File: config.mk
export PLATFORM = sky130hd
export DESIGN_NAME = refund_dispenser
export DESIGN_NICKNAME = d
export VERILOG_FILES = /design/src/rtl/claw_pkg.sv /design/src/rtl/refund_timer.sv /design/src/rtl/refund_dispenser.sv
export SDC_FILE = /design/constraint.sdc
export NUM_CORES = 1
export LEC_CHECK = 0
export CORE_UTILIZATION = 35
export DETAILED_ROUTE_END_ITERATION = 7
export PLACE_DENSITY_LB_ADDON = 0.12
export SETUP_SLACK_MARGIN = 0.2
export SLEW_MARGIN = 20
export SYNTH_ARGS = -nofsm -noshare
export SYNTH_HDL_FRONTEND = slang
export SYNTH_SLANG_ARGS = --single-unit
File: constraint.sdc
create_clock -name clk -period 2.6 [get_ports clk]
set_input_delay 0.52 -clock clk [delete_from_list [all_inputs] [get_ports clk]]
set_output_delay 0.52 -clock clk [all_outputs]
set_load 0.01 [all_outputs]
File: src/rtl/claw_pkg.sv
// Shared claw machine types and constants: refund dispenser states, coin values,
// and the largest per-game refund the claw FSM can emit.
package claw_pkg;

  typedef enum logic [1:0] {
    RD_IDLE,
    RD_REQ,
    RD_GAP,
    RD_FAULT
  } refund_state_e;

  localparam int COIN_ONE    = 1;
  localparam int COIN_TWO    = 2;
  localparam int BALANCE_MAX = 12;

  // Dollar value of the coin type currently being dispensed.
  function automatic logic [1:0] coin_value(input logic two);
    return two ? 2'(COIN_TWO) : 2'(COIN_ONE);
  endfunction

endpackage

File: src/rtl/refund_timer.sv
// Loadable up/down cycle counter with a terminal-count flag; the refund
// dispenser shares one instance between the ack timeout and the settle gap.
module refund_timer #(
  parameter int W = 8
) (
  input  logic         clk,
  input  logic         rstn,
  input  logic         load,
  input  logic [W-1:0] load_val,
  input  logic         up,
  input  logic         down,
  input  logic [W-1:0] term_val,
  output logic         term
);

  logic [W-1:0] count;

  always_ff @(posedge clk or negedge rstn) begin
    if (!rstn) begin
      count <= '0;
    end else if (load) begin
      count <= load_val;
    end else if (up) begin
      count <= count + W'(1);
    end else if (down) begin
      count <= count - W'(1);
    end
  end

  assign term = (count == term_val);

endmodule

File: src/rtl/refund_dispenser.sv
// Refund dispenser: accumulates refund dollars from the claw FSM and pays them
// out one coin per hopper req/ack handshake. Define REFUND_TWO_COIN_EN to pay
// with $2 coins greedily; otherwise every coin is $1.
module refund_dispenser
  import claw_pkg::*;
#(
  parameter int PEND_W      = 5,
  parameter int ACK_TIMEOUT = 64,
  parameter int GAP_CYCLES  = 4
) (
  input  logic              clk,
  input  logic              rstn,
  input  logic [3:0]        balance,
  input  logic              coin_ack,
  input  logic              clear_fault,
  output logic              coin_req,
  output logic              coin_two,
  output logic              busy,
  output logic [PEND_W-1:0] pending,
  output logic              fault,
  output logic              overflow
);

  localparam int TMAX = (ACK_TIMEOUT > GAP_CYCLES) ? ACK_TIMEOUT : GAP_CYCLES;
  localparam int TW   = $clog2(TMAX + 1);
  localparam int SW   = PEND_W + 2;

  localparam logic signed [SW-1:0] PEND_MAX_S = {2'b00, {PEND_W{1'b1}}};

  refund_state_e     state;
  logic              ack_take;
  logic [1:0]        paid;
  logic signed [SW-1:0] acc_sum;
  logic              two_avail;

  logic              tmr_load;
  logic [TW-1:0]     tmr_val;
  logic              tmr_up;
  logic              tmr_down;
  logic [TW-1:0]     tmr_term_val;
  logic              tmr_hit;

  // Clamp the signed running sum into the accumulator range.
  function automatic logic [PEND_W-1:0] sat_pending(input logic signed [SW-1:0] s);
    if (s < 0) begin
      return '0;
    end else if (s > PEND_MAX_S) begin
      return PEND_MAX_S[PEND_W-1:0];
    end else begin
      return s[PEND_W-1:0];
    end
  endfunction

  function automatic logic sat_over(input logic signed [SW-1:0] s);
    return (s > PEND_MAX_S);
  endfunction

  // Only an ack seen while requesting actually pays out a coin.
  assign ack_take = (state == RD_REQ) && coin_ack;
  assign paid     = ack_take ? coin_value(coin_two) : 2'd0;

  assign acc_sum = $signed({2'b00, pending})
                 + $signed({{(SW-4){1'b0}}, balance})
                 - $signed({{(SW-2){1'b0}}, paid});

`ifdef REFUND_TWO_COIN_EN
  assign two_avail = (pending >= PEND_W'(COIN_TWO));
`else
  assign two_avail = 1'b0;
`endif

  always_ff @(posedge clk or negedge rstn) begin
    if (!rstn) begin
      pending  <= '0;
      overflow <= 1'b0;
    end else begin
      pending <= sat_pending(acc_sum);
      if (sat_over(acc_sum)) begin
        overflow <= 1'b1;
      end else if (clear_fault) begin
        overflow <= 1'b0;
      end
    end
  end

  // Timer counts up toward the ack timeout in REQ and down through the settle gap.
  always_comb begin
    tmr_load     = 1'b0;
    tmr_val      = '0;
    tmr_up       = 1'b0;
    tmr_down     = 1'b0;
    tmr_term_val = TW'(1);
    case (state)
      RD_IDLE: begin
        tmr_load = (pending != '0);
      end
      RD_REQ: begin
        tmr_term_val = TW'(ACK_TIMEOUT - 1);
        if (coin_ack) begin
          tmr_load = 1'b1;
          tmr_val  = TW'(GAP_CYCLES);
        end else begin
          tmr_up = 1'b1;
        end
      end
      RD_GAP: begin
        if (tmr_hit) begin
          tmr_load = 1'b1;
        end else begin
          tmr_down = 1'b1;
        end
      end
      RD_FAULT: begin
        tmr_load = clear_fault;
      end
      default: begin
        tmr_load = 1'b1;
      end
    endcase
  end

  refund_timer #(
    .W (TW)
  ) u_timer (
    .clk      (clk),
    .rstn     (rstn),
    .load     (tmr_load),
    .load_val (tmr_val),
    .up       (tmr_up),
    .down     (tmr_down),
    .term_val (tmr_term_val),
    .term     (tmr_hit)
  );

  always_ff @(posedge clk or negedge rstn) begin
    if (!rstn) begin
      state    <= RD_IDLE;
      coin_req <= 1'b0;
      coin_two <= 1'b0;
      fault    <= 1'b0;
    end else begin
      case (state)
        RD_IDLE: begin
          if (pending != '0) begin
            state    <= RD_REQ;
            coin_req <= 1'b1;
            coin_two <= two_avail;
          end
        end
        RD_REQ: begin
          // An ack on the final timeout cycle still counts as a dropped coin.
          if (coin_ack) begin
            state    <= RD_GAP;
            coin_req <= 1'b0;
          end else if (tmr_hit) begin
            state    <= RD_FAULT;
            coin_req <= 1'b0;
            fault    <= 1'b1;
          end
        end
        RD_GAP: begin
          if (tmr_hit) begin
            if (pending != '0) begin
              state    <= RD_REQ;
              coin_req <= 1'b1;
              coin_two <= two_avail;
            end else begin
              state <= RD_IDLE;
            end
          end
        end
        RD_FAULT: begin
          if (clear_fault) begin
            state <= RD_IDLE;
            fault <= 1'b0;
          end
        end
        default: begin
          state    <= RD_IDLE;
          coin_req <= 1'b0;
          fault    <= 1'b0;
        end
      endcase
    end
  end

  assign busy = (state != RD_IDLE) || (pending != '0);

endmodule
==> metrics.yaml, run 1 <==
worstSetupEndpointType: "flop"
ff2ff_path_depth: 11
maxCapViolations: 0
worstHoldStart: "overflow"
synthMuxAreaShare_pct: 0
cts.sinks: 17
cts-buffers-inserted: 3
grt-ovfl-total: 0
fp.dieW_um: 64.9
cp_slowest_stage_delay_ns: 0.45
syn_nets: 185
yosys.area_share.simple_pct: 15.5
worstSkewPairLatency_ns: 0.25
r2r_end: "pending[4]"
drtIter0Drc: 53
drive_above_1_share_pct: 25.5
synth.top_cells.by_count: "inv_1 (25), dfrtp_1 (17), a21oi_1 (16)"
grt_pass1_wl_um: 5460
first_pass_iters: 4
synth-xor-area-share_pct: 5.05
synth.distinct_cells: 38
worstSetupPathType: "primary input to flop"
core_mm2: 0.00372
worstPathRequired_ns: 2.72
htree_levels: 1
netlist_instances: 160
power.leakage_nw: 0.839
ctsRootBufferMaster: "clkbuf_8"
grt_pass1_vias: 1228
cts_tree: "done"
netlist_area_mm2: 0.00139
synth.top_cell.area_share_pct: 30.7
synth_top_family_by_area: "compound AO/OA/AOI/OAI gates"
fin_crit_sh_pct: 87.2
synth.largest_area_cell: "dfrtp_1"
ir_drop_uv: 572
hpwl_um: 2350
fin_nets: 222
holdBufCountCts: 0
hold_depth: 2
via_per_inst: 4.85
slew_violations: 0
yosysMostFrequentCell: "inv_1"
ys.flop_type: "dfrtp_1"
finalInstanceArea_mm2: 0.00183
place_congestion: 0.777
track_usage_pct: 16.8
dieArea_mm2: 0.00422
finalPower_w: 0.00231
synth-edff-count: 0
io_buffers: 16
cp-start-kind: "primary input"
synthAdderAreaFrac_pct: 16.4
synth_compound_area_share_pct: 22.9
async_reset_ff_share_pct: 100
areaGrowthSynthToFinish_pct: 32.1
vias: 1184
path_delay_family: "buffers and inverters"
crit_fanout: 2
final_util_pct: 49.3
holdPathEnd: "overflow"
grt_max_degree: 18
worstPathArrival_ns: 2.39
setup-tns-final_ns: 0
ant_nets: 0
path_buf_inv: 4
placed_cell_area_mm2: 0.00172
worstReg2RegStart: "state[1]"
worst_path_max_delay_cell: "clkdlybuf4s50_1"
setup_viol_count_final: 0
dieHeight_um: 64.9
start_util_pct: 37.3
fin_crit_ns: 2.27
io_pins: 18
clk_pin_slew_ns: 0.07
routed_wl_um: 3060
yosysSeqAreaShare_pct: 30.7
fin_skew_ns: 0.00459
wl_per_cell_um: 12.5
antenna_found_initial: 0
rsz0062_at_grt: "false"
post-cts-setup-buffer-count: 0
synth_area_leaders: "dfrtp_1 (31%), ha_1 (14%), inv_1 (6.8%)"
crit_chain: "clkdlybuf4s50_1 -> inv_1 -> ha_1 -> inv_2 -> fa_2 -> a21o_1 -> a21oi_2 -> buf_4 -> xor2_1 -> a21oi_1"
num_antenna_cells: 0
rrSetupSlack_ns: 0.36
hp-class: "flop to flop"
timing.fmax_mhz: 441
syn_area_per_cell_um2: 8.66
power.density_mw_per_mm2: 1260
drc_errors: 0
fillers: 380
final_hold_viol_count: 0
ys_ff_latch: 17
placementRows: 22
yosys_warnings: 0
clock_path_buffers: 2
run_status: "completed"
[what timing repair did]
action | in CTS | in global routing
endpoints found under the hold margin | 0 | 0
gates resized for setup | 12 | 5
pin swaps | 1 | 3
endpoints found under the setup margin | 9 | 6
[sequential cells by signal (all words and copies together), names as in the netlist]
| signal | cells |
|---|---|
| pending | 5 |
| state | 2 |
| overflow | 1 |
| u_timer.count | 7 |
| fault | 1 |
| coin_req | 1 |
[worst max-delay path by stage]
stage | start | to | slack (ns) | cells past startpoint
after global routing | state[1] | pending[4] | 0.21 | 11
final | balance[1] | pending[4] | 0.33 | 10
after global placement | coin_ack | overflow | -0.22 | 11
after floorplan | coin_ack | overflow | 0.23 | 11
after detailed placement | coin_ack | overflow | -0.26 | 11
after CTS | balance[1] | pending[0] | 0.23 | 10
[layout make-up]
class,count,area (µm²),share of cell area (%)
Multi-Input combinational cell,114,898,49.0
Tap cell,48,60.1,3.28
Inverter,25,93.8,5.12
Sequential cell,17,425,23.2
Timing Repair Buffer,36,308,16.8
Clock buffer,3,41.3,2.25
Clock inverter,1,5.00,0.273
[per-stage QoR]
step                      instances  hold slack [ns]  setup WS [ns]
after floorplan                 160            0.224          0.226
after global placement          240            0.522         -0.217
after detailed placement        240            0.526         -0.265
after CTS                       244            0.540          0.226
after global routing            244            0.554          0.212
final                           244            0.539          0.334
[worst min-delay path: stages (launching register included)]
cell     delay, ns
dfrtp_1       0.39
inv_1         0.05
o22ai_1       0.06
[power by group]
part           internal [W]  total (W)  switching (W)
logic              0.000815    0.00163       0.000812
registers          0.000383   0.000486       0.000102
clock network      0.000106   0.000196      0.0000902
total               0.00130    0.00231        0.00100
[layer usage]
layer  track usage [%]  vias up  routed length (µm)
met5                 0        -                   0
met3              3.17        0                  67
met1              21.0      555                1500
met2              29.6       14                1500
li1                  -      615                   -
met4              3.33        0                   0
[cell usage in the layout (no fill, tap or decap), types with 2 or more instances in the layout]
cell,count
xor2_1,6
nand3_1,4
o22ai_1,2
nand2_1,13
a21oi_2,2
o21ai_0,9
clkbuf_8,3
a21o_1,4
inv_2,3
o21ai_2,2
a211oi_2,2
nand2b_1,2
a21oi_1,14
nor2_4,2
nor2_1,7
a211oi_1,2
ha_1,12
buf_4,20
dlygate4sd2_1,2
clkdlybuf4s50_1,14
o21ai_1,2
nor3_1,5
dfrtp_1,17
o21bai_1,2
ha_4,2
inv_1,22
[cell families after synthesis]
group,count (synthesis)
compound gates,47
fa+ha+maj,17
flops,17
other cells,1
xor+xnor,8
simple gates,41
buf+inv,29
Power figures use the tool's default switching activity.
==> run 2: changes to the inputs <==
--- a/config.mk
+++ b/config.mk
@@ -5,10 +5,12 @@
 export SDC_FILE = /design/constraint.sdc
 export NUM_CORES = 1
 export LEC_CHECK = 0
+export CAP_MARGIN = 20
 export CORE_UTILIZATION = 35
 export DETAILED_ROUTE_END_ITERATION = 7
 export PLACE_DENSITY_LB_ADDON = 0.12
 export SETUP_SLACK_MARGIN = 0.2
+export SKIP_CTS_REPAIR_TIMING = 1
 export SLEW_MARGIN = 20
 export SYNTH_ARGS = -nofsm -noshare
 export SYNTH_HDL_FRONTEND = slang
==> metrics.yaml, run 2 (synthesis results as in run 1) <==
track_usage_pct: 16.3
fin_crit_sh_pct: 88.5
reg.largest.list: "u_timer.count: 7 flops, pending: 5 flops, state: 2 flops"
power.share.switching_pct: 43.7
antenna_found_initial: 0
worstPathArrival_ns: 2.43
run_status: "completed"
num_antenna_cells: 0
drc_errors: 0
via_per_inst: 4.84
pwr-share-seq_pct: 21.3
final_common_cell: "inv_1"
worstSetupEndpointType: "flop"
worstSkewPairLatency_ns: 0.25
ant_nets: 0
hold_depth: 2
p_int_w: 0.00128
rsz0062_at_grt: "false"
cts-buffers-inserted: 3
placedCellCount: 240
dieArea_mm2: 0.00422
clock_path_buffers: 2
worstSetupPathType: "primary input to flop"
grt_pass1_wl_um: 5330
fin_crit_ns: 2.30
regMostFlops: "u_timer.count"
vias: 1182
largest_register_ffs: 7
ff2ff_path_depth: 10
final_util_pct: 48.8
slew_violations: 0
fin_skew_ns: 0.00480
final_hold_viol_count: 0
wl_per_cell_um: 12.4
fp.dieW_um: 64.9
power.leakage_nw: 0.846
rrSetupSlack_ns: 0.36
maxCapViolations: 0
cp-start-kind: "primary input"
crit_fanout: 6
worstPathRequired_ns: 2.73
setup_viol_count_final: 0
timing.fmax_mhz: 434
areaGrowthSynthToFinish_pct: 30.8
grt_max_degree: 18
mostFrequentLayoutCells: "inv_1 (22), buf_4 (20), dfrtp_1 (17)"
cts_tree: "done"
io_buffers: 16
ir_drop_uv: 538
placementRows: 22
grt-ovfl-total: 0
core_mm2: 0.00372
hp-class: "flop to flop"
first_pass_iters: 4
netSwitchingPower_w: 0.000994
fin_nets: 222
hpwl_um: 2350
place_congestion: 0.777
grt_pass1_vias: 1190
fillers: 381
start_util_pct: 37.3
combPwrFrac_pct: 69.9
dieHeight_um: 64.9
clk_pin_slew_ns: 0.07
io_pins: 18
cts.sinks: 17
htree_levels: 1
drive_above_1_share_pct: 24.0
power.density_mw_per_mm2: 1260
pwr-share-clk_pct: 8.7
routed_wl_um: 3030
drtIter0Drc: 46
fin_cells: 244
ctsRootBufferMaster: "clkbuf_8"
[run 2: cell types whose count changed in the layout (fill, tap and decap cells not counted)]
cell / delta
ha_1: +2
and2_1: +1
and2_2: -1
dlygate4sd2_1: -2
dlymetal6s2s_1: +2
ha_4: -2
[run 2: area by class of cell]
type / count / area (µm²) / share of cell area, %
clock buffer: 3 / 41.3 / 2.28
clock inverter: 1 / 5.00 / 0.276
inverter: 25 / 93.8 / 5.18
multi-input combinational: 114 / 872 / 48.1
sequential: 17 / 425 / 23.5
tap: 48 / 60.1 / 3.31
timing repair buffer: 36 / 315 / 17.4
[run 2: final timing paths]
check,to,from
max,pending[0],balance[1]
max reg2reg,overflow,state[1]
max in group asynchronous,u_timer.count[6],rstn
min reg2reg,overflow,overflow
min,overflow,overflow
min in group asynchronous,pending[4],rstn
[run 2: power by group through the flow]
| stage | combinational (W) | clock (W) | sequential [W] |
|---|---|---|---|
| 5_1_grt | 0.00178 | 0.000217 | 0.000506 |
| 3_3_place_gp | 0.00148 | 0 | 0.000485 |
| 3_5_place_dp | 0.00150 | 0 | 0.000489 |
| 4_1_cts | 0.00152 | 0.000207 | 0.000485 |
| 6_report | 0.00159 | 0.000198 | 0.000486 |
| 2_1_floorplan | 0.000985 | 0 | 0.000487 |
[run 2: per-stage QoR]
step / instance area (µm²) / worst slack (ns) / setup TNS (ns) / hold slack [ns] / total power [W]
after floorplan: 1390 / 0.226 / 0 / 0.224 / 0.00147
after global placement: 1720 / -0.217 / -1.53 / 0.522 / 0.00197
after detailed placement: 1720 / -0.265 / -1.76 / 0.526 / 0.00199
after CTS: 1770 / -0.00244 / -0.00244 / 0.540 / 0.00221
after global routing: 1810 / 0.180 / 0 / 0.554 / 0.00250
final: 1810 / 0.298 / 0 / 0.539 / 0.00228
[run 2: worst max-delay path: stages]
cell             delay [ns]
clkdlybuf4s50_1        0.45
inv_1                  0.04
ha_1                   0.27
inv_2                  0.05
ha_1                   0.31
a211oi_2               0.18
o21bai_1               0.11
a21oi_2                0.17
xnor2_2                0.19
a21oi_1                0.13
[run 2: layer usage]
metal / track usage (%) / wire [µm] / share of wire (%) / up-vias
met5: 0 / 0 / 0 / -
met4: 3.33 / 9 / 0.30 / 0
met3: 3.17 / 104 / 3.4 / 2
met2: 28.4 / 1460 / 48 / 20
met1: 20.8 / 1460 / 48 / 545
li1: - / - / - / 615
==> run 3: changes to the inputs <==
--- a/config.mk
+++ b/config.mk
@@ -9,6 +9,7 @@
 export CORE_UTILIZATION = 35
 export DETAILED_ROUTE_END_ITERATION = 7
 export PLACE_DENSITY_LB_ADDON = 0.12
+export REMOVE_ABC_BUFFERS = 1
 export SETUP_SLACK_MARGIN = 0.2
 export SKIP_CTS_REPAIR_TIMING = 1
 export SLEW_MARGIN = 20
==> metrics.yaml, run 3 (synthesis results as in run 1) <==
run_status: "completed"
fin_skew_ns: 0.00125
pwr-share-clk_pct: 8.6
power.share.switching_pct: 43.5
fin_crit_ns: 2.32
place_congestion: 0.877
clock_path_buffers: 2
start_util_pct: 37.3
placementRows: 22
first_pass_iters: 4
via_per_inst: 4.96
mostFrequentLayoutCells: "inv_1 (22), buf_4 (19), dfrtp_1 (17)"
hp-class: "flop to flop"
routed_wl_um: 3020
worstSkewPairLatency_ns: 0.25
setup_slack_ns: 0.283
htree_levels: 1
tightest_slew_ns: 0.788
fin_crit_sh_pct: 89.1
grt_pass1_wl_um: 5290
io_pins: 18
setup_viol_count_final: 0
fp.dieW_um: 64.9
largest_register_ffs: 7
cts.sinks: 17
grt-ovfl-total: 0
power.density_mw_per_mm2: 1260
timing.fmax_mhz: 432
final_common_cell: "inv_1"
placed_cell_area_mm2: 0.00171
worstPathArrival_ns: 2.44
slew_headroom_pct: 47.3
drc_errors: 0
worstSetupEndpointType: "flop"
core_mm2: 0.00372
track_usage_pct: 16.1
dieArea_mm2: 0.00422
ant_nets: 0
dieHeight_um: 64.9
cp_slowest_stage_delay_ns: 0.45
path_delay_family: "compound AO/OA/AOI/OAI gates"
regMostFlops: "u_timer.count"
finalInstanceArea_mm2: 0.00182
clk_pin_slew_ns: 0.07
crit_fanout: 6
fin_nets: 221
io_buffers: 16
cts_tree: "done"
drtIter0Drc: 61
worstSetupPathType: "primary input to flop"
cts-buffers-inserted: 3
final_hold_viol_count: 0
maxCapViolations: 0
crit_chain: "clkdlybuf4s50_1 -> inv_1 -> ha_1 -> inv_2 -> ha_4 -> a211oi_2 -> o21bai_1 -> a21oi_2 -> xnor2_2 -> a21oi_1"
hpwl_um: 2410
finalPower_w: 0.00230
grt_max_degree: 18
ctsRootBufferMaster: "clkbuf_8"
netSwitchingPower_w: 0.00100
num_antenna_cells: 0
reg.largest.list: "u_timer.count: 7 flops, pending: 5 flops, state: 2 flops"
slew_violations: 0
pwr-share-seq_pct: 21.2
path_buf_inv: 3
power.leakage_nw: 0.843
ir_drop_uv: 484
rsz0062_at_grt: "false"
cp-start-kind: "primary input"
p_int_w: 0.00130
areaGrowthSynthToFinish_pct: 31.4
final_util_pct: 49.0
grt_pass1_vias: 1195
pre_cts_slack_ns: -0.237
antenna_found_initial: 0
vias: 1206
combPwrFrac_pct: 70.1
drive_above_1_share_pct: 25.1
wl_per_cell_um: 12.4
worstPathRequired_ns: 2.73
worst_path_max_delay_cell: "clkdlybuf4s50_1"
[run 3: per-layer routing]
layer,routed length (µm),global-route usage [%],vias up
li1,-,-,613
met1,1430,21.0,581
met2,1520,27.0,10
met3,42,2.11,2
met4,27,5.56,0
met5,0,0,-
[run 3: worst register-to-register path: stages, from the launching register on]
cell	delay, ns
dfrtp_1	0.38
nand2b_2	0.24
nor2_2	0.13
ha_1	0.14
inv_1	0.04
ha_2	0.18
fa_2	0.36
a21o_1	0.17
a21oi_2	0.13
buf_4	0.12
xor2_1	0.14
a21oi_1	0.08
[run 3: worst paths after layout]
kind / slack [ns] / from / endpoint / depth (start not counted)
worst max-delay path: 0.28 / balance[1] / pending[1] / 10
worst min register to register: 0.55 / overflow / overflow / 2
min in group asynchronous: 0.72 / rstn / coin_req / 1
max in group asynchronous: 1.38 / rstn / overflow / 1
worst min-delay path: 0.55 / overflow / overflow / 2
worst max register to register: 0.37 / state[1] / pending[4] / 11
[run 3: through the flow]
step | hold slack, ns | setup TNS, ns | std cells
3_3_place_gp | 0.529 | -1.29 | 238
6_report | 0.550 | 0 | 243
3_5_place_dp | 0.542 | -1.51 | 238
2_1_floorplan | 0.224 | 0 | 156
4_1_cts | 0.558 | 0 | 242
5_1_grt | 0.583 | 0 | 243
[run 3: layout make-up]
cell class,instances,area (µm²)
Clock buffer,3,41.3
Clock inverter,1,5.00
Fill cell,365,1890
Inverter,25,93.8
Multi-Input combinational cell,114,888
Sequential cell,17,425
Tap cell,48,60.1
Timing Repair Buffer,35,308
[run 3: power groups by stage]
| stage | logic, W | clock network [W] | registers [W] |
|---|---|---|---|
| 3_5_place_dp | 0.00150 | 0 | 0.000490 |
| 5_1_grt | 0.00181 | 0.000214 | 0.000507 |
| 6_report | 0.00161 | 0.000199 | 0.000488 |
| 3_3_place_gp | 0.00147 | 0 | 0.000491 |
| 4_1_cts | 0.00151 | 0.000207 | 0.000487 |
| 2_1_floorplan | 0.000926 | 0 | 0.000512 |
